File: src/rtl/kb_stopwatch_if.sv
// kb_stopwatch_if: keyboard FIFO read port between the make-code FIFO and the stopwatch.
//   fifo_empty : FIFO empty flag (FIFO -> consumer)
//   rd_data    : FIFO head {shift, scan[7:0]}, valid while fifo_empty=0
//   rd_fifo    : pop strobe, FIFO advances on the rising edge where it is 1 (consumer -> FIFO)
interface kb_stopwatch_if;
  logic       fifo_empty;
  logic [8:0] rd_data;
  logic       rd_fifo;
  modport master (output fifo_empty, rd_data, input rd_fifo);
  modport slave (input fifo_empty, rd_data, output rd_fifo);
endinterface

File: src/rtl/kb_stopwatch.sv
// kb_stopwatch: pops keyboard scan codes, decodes G/P/C/U/D and runs an m:ss.d BCD stopwatch.
//   clk, rst_n : clock, asynchronous active-low reset
//   kb         : keyboard FIFO read port (slave side)
//   running    : stopwatch counting
//   up         : count direction, 1=up, 0=down
//   d0/s0/s1/m0: tenths, seconds units, seconds tens, minutes (BCD)
module kb_stopwatch #(
  parameter int TICK_DIV = 10_000_000
) (
  input  logic       clk,
  input  logic       rst_n,
  kb_stopwatch_if.slave kb,
  output logic       running,
  output logic       up,
  output logic [3:0] d0,
  output logic [3:0] s0,
  output logic [3:0] s1,
  output logic [3:0] m0
);
  localparam int CW = $clog2(TICK_DIV);
  typedef enum logic {IDLE, EXEC} state_t;
  state_t          r_state;
  logic            r_rd;
  logic [8:0]      r_code;
  logic            r_run;
  logic            r_up;
  logic [15:0]     r_dig;
  logic [CW-1:0]   r_cnt;
  logic            w_exec, w_tick, w_zero, w_clr;
  logic            w_c0, w_c1, w_c2, w_b0, w_b1, w_b2;
  logic [15:0]     w_inc, w_dec;
  always_comb begin
    w_exec = r_state == EXEC;
    w_tick = r_run && r_cnt == CW'(TICK_DIV - 1);
    w_zero = r_dig == 16'h0000;
    // shift bit is a wildcard so every code bit is consumed
    w_clr  = w_exec && r_code ==? 9'b?_0010_0001;
    w_c0   = r_dig[3:0] == 4'd9;
    w_c1   = w_c0 && r_dig[7:4] == 4'd9;
    w_c2   = w_c1 && r_dig[11:8] == 4'd5;
    w_b0   = r_dig[3:0] == 4'd0;
    w_b1   = w_b0 && r_dig[7:4] == 4'd0;
    w_b2   = w_b1 && r_dig[11:8] == 4'd0;
    w_inc  = {w_c2 ? (r_dig[15:12] == 4'd9 ? 4'd0 : r_dig[15:12] + 4'd1) : r_dig[15:12],
              w_c1 ? (r_dig[11:8] == 4'd5 ? 4'd0 : r_dig[11:8] + 4'd1) : r_dig[11:8],
              w_c0 ? 4'd0 : r_dig[7:4] + 4'd1,
              w_c0 ? 4'd0 : r_dig[3:0] + 4'd1};
    w_inc[7:4] = w_c0 ? (r_dig[7:4] == 4'd9 ? 4'd0 : r_dig[7:4] + 4'd1) : r_dig[7:4];
    w_dec  = {w_b2 ? (r_dig[15:12] == 4'd0 ? 4'd9 : r_dig[15:12] - 4'd1) : r_dig[15:12],
              w_b1 ? (r_dig[11:8] == 4'd0 ? 4'd5 : r_dig[11:8] - 4'd1) : r_dig[11:8],
              w_b0 ? (r_dig[7:4] == 4'd0 ? 4'd9 : r_dig[7:4] - 4'd1) : r_dig[7:4],
              w_b0 ? 4'd9 : r_dig[3:0] - 4'd1};
  end
  // Later assignments override earlier ones: commands < tick < clear.
  always_ff @(posedge clk or negedge rst_n) begin
    if (!rst_n) begin
      r_state <= IDLE;
      r_rd    <= 1'b0;
      r_code  <= '0;
      r_run   <= 1'b0;
      r_up    <= 1'b1;
      r_dig   <= '0;
      r_cnt   <= '0;
    end else begin
      r_rd    <= !w_exec && !kb.fifo_empty;
      r_state <= (!w_exec && !kb.fifo_empty) ? EXEC : IDLE;
      if (!w_exec && !kb.fifo_empty) r_code <= kb.rd_data;
      if (w_exec && r_code ==? 9'b?_0011_0100 && (r_up || !w_zero)) r_run <= 1'b1;
      if (w_exec && r_code ==? 9'b?_0100_1101) r_run <= 1'b0;
      if (w_exec && r_code ==? 9'b?_0011_1100) r_up <= 1'b1;
      if (w_exec && r_code ==? 9'b?_0010_0011) r_up <= 1'b0;
      if (r_run) r_cnt <= w_tick ? '0 : r_cnt + 1'b1;
      if (w_tick && r_up) r_dig <= w_inc;
      // down-count stops at 0:00.0 and never wraps
      if (w_tick && !r_up && !w_zero) r_dig <= w_dec;
      if (w_tick && !r_up && (w_zero || w_dec == 16'h0000)) r_run <= 1'b0;
      if (w_clr) begin
        r_run <= 1'b0;
        r_dig <= '0;
        r_cnt <= '0;
      end
    end
  end
  assign kb.rd_fifo = r_rd;
  assign running    = r_run;
  assign up         = r_up;
  assign {m0, s1, s0, d0} = r_dig;
endmodule

File: src/flat_wrapper.sv
// flat-port wrapper written by rule: the top's interface ports become plain ports
module kb_stopwatch_flat 
#(
  parameter int TICK_DIV = 10_000_000
)
  (clk, rst_n, running, up, d0, s0, s1, m0, kb_fifo_empty, kb_rd_data, kb_rd_fifo);
  kb_stopwatch_if kb_i ();
  input  logic clk;
  input  logic rst_n;
  output logic running;
  output logic up;
  output logic [3:0] d0;
  output logic [3:0] s0;
  output logic [3:0] s1;
  output logic [3:0] m0;
  input wire logic [$bits(kb_i.fifo_empty)-1:0] kb_fifo_empty;
  input wire logic [$bits(kb_i.rd_data)-1:0] kb_rd_data;
  output wire logic [$bits(kb_i.rd_fifo)-1:0] kb_rd_fifo;
  assign kb_i.fifo_empty = kb_fifo_empty;
  assign kb_i.rd_data = kb_rd_data;
  assign kb_rd_fifo = kb_i.rd_fifo;
  kb_stopwatch #(.TICK_DIV(TICK_DIV)) u_core (.clk(clk), .rst_n(rst_n), .kb(kb_i), .running(running), .up(up), .d0(d0), .s0(s0), .s1(s1), .m0(m0));
endmodule
File: config.mk
export PLATFORM = sky130hd
export DESIGN_NAME = kb_stopwatch_flat
export DESIGN_NICKNAME = d
export VERILOG_FILES = /design/src/rtl/kb_stopwatch_if.sv /design/src/rtl/kb_stopwatch.sv /design/src/flat_wrapper.sv
export SDC_FILE = /design/constraint.sdc
export NUM_CORES = 1
export LEC_CHECK = 0
export CAP_MARGIN = 20
export CORE_UTILIZATION = 48
export DETAILED_ROUTE_END_ITERATION = 12
export GPL_TIMING_DRIVEN = 0
export PLACE_DENSITY = 0.69
export REMOVE_ABC_BUFFERS = 1
export SLEW_MARGIN = 20
export SYNTH_ARGS = -nofsm -noshare
export SYNTH_HDL_FRONTEND = slang
export SYNTH_SLANG_ARGS = --single-unit
File: constraint.sdc
create_clock -name clk -period 3 [get_ports clk]
set_input_delay 0.9 -clock clk [delete_from_list [all_inputs] [get_ports clk]]
set_output_delay 0.9 -clock clk [all_outputs]
set_load 0.01 [all_outputs]
==> summary.md <==
| Metric | Value |
|---|---|
| Status | `complete, but fails checks` |
| Number of global-route vias before repair | `~2700` |
| Clock root buffer | `clkbuf_8` |
| Sequential share of the synthesized area | `around two fifths` |
| Area growth, synth to finish | `14.7%` |
| Clock slew at reported path FFs | `0.10 ns` |
| DP Wirelength | `about 5000 um` |
| Post-route antenna net violation count | `0` |
| Worst EP arrival | `~3.0 ns` |
| Clock network fraction of design power | `between 30% and 40%` |
| Slew @ Worst Pin | `about 0.71 ns` |
| Die Y | `about 84 um` |
| Final period util | `94.0%` |
| Post-synthesis register bit count | `between 50 and 60` |
| Net count, final | `400` |
| Pins over their slew limit | `0` |
| Main synth FF type | `dfrtp_1` |
| Pre-CTS setup slack | `approximately 0.0076 ns` |
| Hold WC Path Type | `flip-flop to flip-flop` |
| Syn_area_per_cell | `around 9.0 sq um` |
| Min Tclk post-route | `2.82 ns` |
| Grt ovf | `0` |
| Cell Area, Synth | `about 0.0032 sq mm` |
| Worst vdd ir | `0.206 mV` |
| All-Layer GR Usage | `around 23%` |
| Port buffer count | `29` |
| Dpl cell area | `0.00356 sq mm` |
| Fin. Hold Viols | `0` |
| Slew margin rel. | `between 50% and 60%` |
| EDFF count, synth | `0` |
| DRC violations left | `6` |
| CTS tree | `yes` |
| Power Total | `between 1 and 1.5 mW` |
| Vias per inst | `6.00` |
| Antenna violations before repair | `0` |
| Critical Path RT | `approximately 3.2 ns` |
| CTS max path bufs | `2` |
| DIE AREA | `0.00708 sq mm` |
| Chip width | `around 84 um` |
| Diode count | `0` |
| Crit path launch type | `flip-flop` |
| Routability Congestion | `slightly below 0.9` |
| Share of cells above drive strength 1 | `about 10%` |
| Internal | `around 0.94 mW` |
| Crit. End Element | `flip-flop` |
| Post-route cell area | `about 0.0037 sq mm` |
| Total CTS buffers | `5` |
| Number of I/O pins | `31` |
| Endpoints failing setup | `0` |
| Initial core utilization | `around half` |
| Largest net degree at the start of global routing | `52` |
| F_max | `about 0.35 GHz` |
| Clock latency on the worst-skew pair | `approximately 0.31 ns` |
| Worst-path maximum fanout | `14` |
| Total wire length | `approximately 7400 um` |
| Failing checks | `DRC` |
| H-Tree Depth | `2` |
| Leak pwr | `~1.6 nW` |
| Yosys cell types | `64` |
| Initial DRC count | `approximately 180` |
| Site Rows | `29` |
| Power share of the sequential group | `59.4%` |
| Vias post-DR | `between 2000 and 3000` |
| Setup CP Type | `flip-flop to flip-flop` |
| Gate Count Post-Synth | `roughly 360` |
| Maxcap violations | `0` |
| Clock sinks | `51` |
| PD cells | `between 300 and 400 mW/mm^2` |
| Switching power | `between 0.3 and 0.4 mW` |
| First-pass GRT wire length | `approximately 13000 um` |
| Wire length per cell | `approximately 16 um` |
| Final setup margin | `between 0.15 and 0.2 ns` |
| Synth async-reset ratio | `100%` |
| Sw frac | `between 20 and 25%` |
| Synth warn | `0` |
| RSZ-0062 raised after global routing | `false` |
| DR pass1 iterations | `8` |
| Clock Skews | `~0.0085 ns` |
| Combinational share of power | `under 10%` |
| Core Area | `~0.0064 sq mm` |
## sequential cells by signal, indices dropped and copies added (netlist names)
register,cells
u_core.running,1
u_core.r_cnt,24
u_core.r_code,8
u_core.kb.rd_fifo,1
u_core.up,1
u_core.r_dig,16
## per-stage QoR
step / util, % / TNS, ns / instances / hold slack (ns)
6_report: 57.9 / 0 / 462 / 0.561
3_3_place_gp: 55.3 / -27.40 / 450 / 0.513
3_5_place_dp: 55.5 / 0 / 450 / 0.538
5_1_grt: 57.9 / 0 / 462 / 0.580
2_1_floorplan: - / 0 / 344 / 0.474
4_1_cts: 57.2 / 0 / 458 / 0.558
## final timing paths
kind                                               from  slack, ns                      endpoint  depth (start not counted)
max in group asynchronous                         rst_n       1.95   u_core.r_cnt[6]$_DFFE_PN0P_                          1
setup reg to reg            u_core.r_cnt[1]$_DFFE_PN0P_       0.18   u_core.r_dig[5]$_DFFE_PN0P_                          7
hold reg to reg            u_core.r_code[1]$_DFFE_PN0P_       0.56         u_core.up$_DFFE_PN1P_                          1
min in group asynchronous                         rst_n       0.60  u_core.r_dig[11]$_DFFE_PN0P_                          1
hold / removal             u_core.r_code[1]$_DFFE_PN0P_       0.56         u_core.up$_DFFE_PN1P_                          1
setup / recovery            u_core.r_cnt[1]$_DFFE_PN0P_       0.18   u_core.r_dig[5]$_DFFE_PN0P_                          7
## critical path: stages (launching register included)
cell and delay [ns]:
dfrtp_1 0.44, ha_1 0.26, nand2_1 0.13, or4_4 0.63, or3_4 0.51, or4_1 0.53
nand4_1 0.11, o31ai_1 0.09
## routing by layer
layer | vias to the layer above | track usage, % | wire length [um]
met3 | 8 | 3.44 | 267
met5 | - | 0 | 0
met1 | 1345 | 30.0 | 3460
met2 | 61 | 38.7 | 3560
li1 | 1356 | - | -
met4 | 0 | 6.27 | 73
## cell usage in the layout (no fill, tap or decap), types with 3 or more instances in the layout
cell type	instances
dfrtp_1	50
nor2_1	43
nand2_1	39
clkdlybuf4s50_1	28
o21ai_0	17
xor2_1	16
a21oi_1	14
inv_1	12
nand3_1	12
nand4_1	11
mux2_2	10
mux2i_1	8
and3_1	7
or4_1	6
o211ai_1	6
clkbuf_8	6
xnor2_1	5
or3_1	5
buf_4	5
nor4b_1	4
nand4b_1	4
nor3_1	4
o31ai_1	4
ha_1	4
o211a_1	3
nor2b_1	3
nand2b_1	3
a21o_1	3
o2bb2ai_1	3
o21a_1	3
a31oi_1	3
## cells in the mapped netlist (2+ instances only)
| cell | number | area share, % |
|---|---|---|
| xor2_1 | 16 | 4.3 |
| or4_1 | 6 | 1.4 |
| inv_1 | 12 | 1.4 |
| o211a_1 | 3 | 0.93 |
| and4_1 | 2 | 0.54 |
| o21ai_0 | 17 | 2.6 |
| a31oi_1 | 3 | 0.58 |
| o21a_1 | 3 | 0.69 |
| nand4bb_1 | 2 | 0.69 |
| nand3_1 | 12 | 1.9 |
| nor3_1 | 5 | 0.77 |
| o2bb2ai_1 | 3 | 0.81 |
| o211ai_1 | 6 | 1.4 |
| nor2_1 | 43 | 5.0 |
| mux2i_1 | 8 | 2.5 |
| a22oi_1 | 2 | 0.46 |
| a21boi_0 | 2 | 0.46 |
| ha_1 | 4 | 1.5 |
| clkbuf_1 | 12 | 1.4 |
| dfrtp_1 | 50 | 39 |
| xnor2_1 | 5 | 1.4 |
| a21oi_1 | 14 | 2.2 |
| nor3_2 | 2 | 0.62 |
| nand4_1 | 11 | 2.1 |
| nand3b_1 | 2 | 0.46 |
| and3_1 | 7 | 1.4 |
| o32ai_1 | 2 | 0.54 |
| mux2_2 | 10 | 3.5 |
| nor4b_1 | 4 | 1.1 |
| nand2b_1 | 3 | 0.58 |
| nor2b_1 | 3 | 0.58 |
| buf_2 | 4 | 0.62 |
| a21o_1 | 3 | 0.69 |
| or3_1 | 6 | 1.2 |
| nand2_1 | 39 | 4.5 |
| nand4b_1 | 4 | 1.1 |
| o31ai_1 | 4 | 0.93 |
## kinds of logic after synthesis
| group | synth area share, % |
|---|---|
| AO/OA/AOI/OAI | 16.4 |
| multiplexers | 5.95 |
| AND/OR/NAND/NOR | 27.3 |
| buffers and inverters | 3.63 |
| adder cells (fa/ha/maj) | 1.54 |
| flip-flops | 39.4 |
| XOR/XNOR | 5.68 |
## power by group through the flow
stage               Combinational [mW]  Clock, mW  Sequential [mW]
floorplan                       0.0421          0            0.744
finish                          0.0829      0.424            0.741
detailed placement              0.0835          0            0.753
global placement                0.0816          0            0.751
CTS                             0.0839      0.436            0.740
global route                    0.0933      0.470            0.746
## final cells by class
type | instances | area, sq um
clock buffer | 6 | 82.6
fill | 580 | 2710
clock inverter | 2 | 16.3
multi-input combinational | 281 | 1880
timing repair buffer | 33 | 318
tap | 77 | 96.3
inverter | 12 | 45.0
sequential | 51 | 1280
## what timing repair did
item                                    4_1_cts  5_1_grt
endpoints found under the setup margin        1       12
pin swaps                                     0        2
resized for setup                             2        1
hold buffers                                  0        0
setup buffers                                 0        4
endpoints found under the hold margin         0        0
No activity file was read; power rests on OpenSTA's default activity.
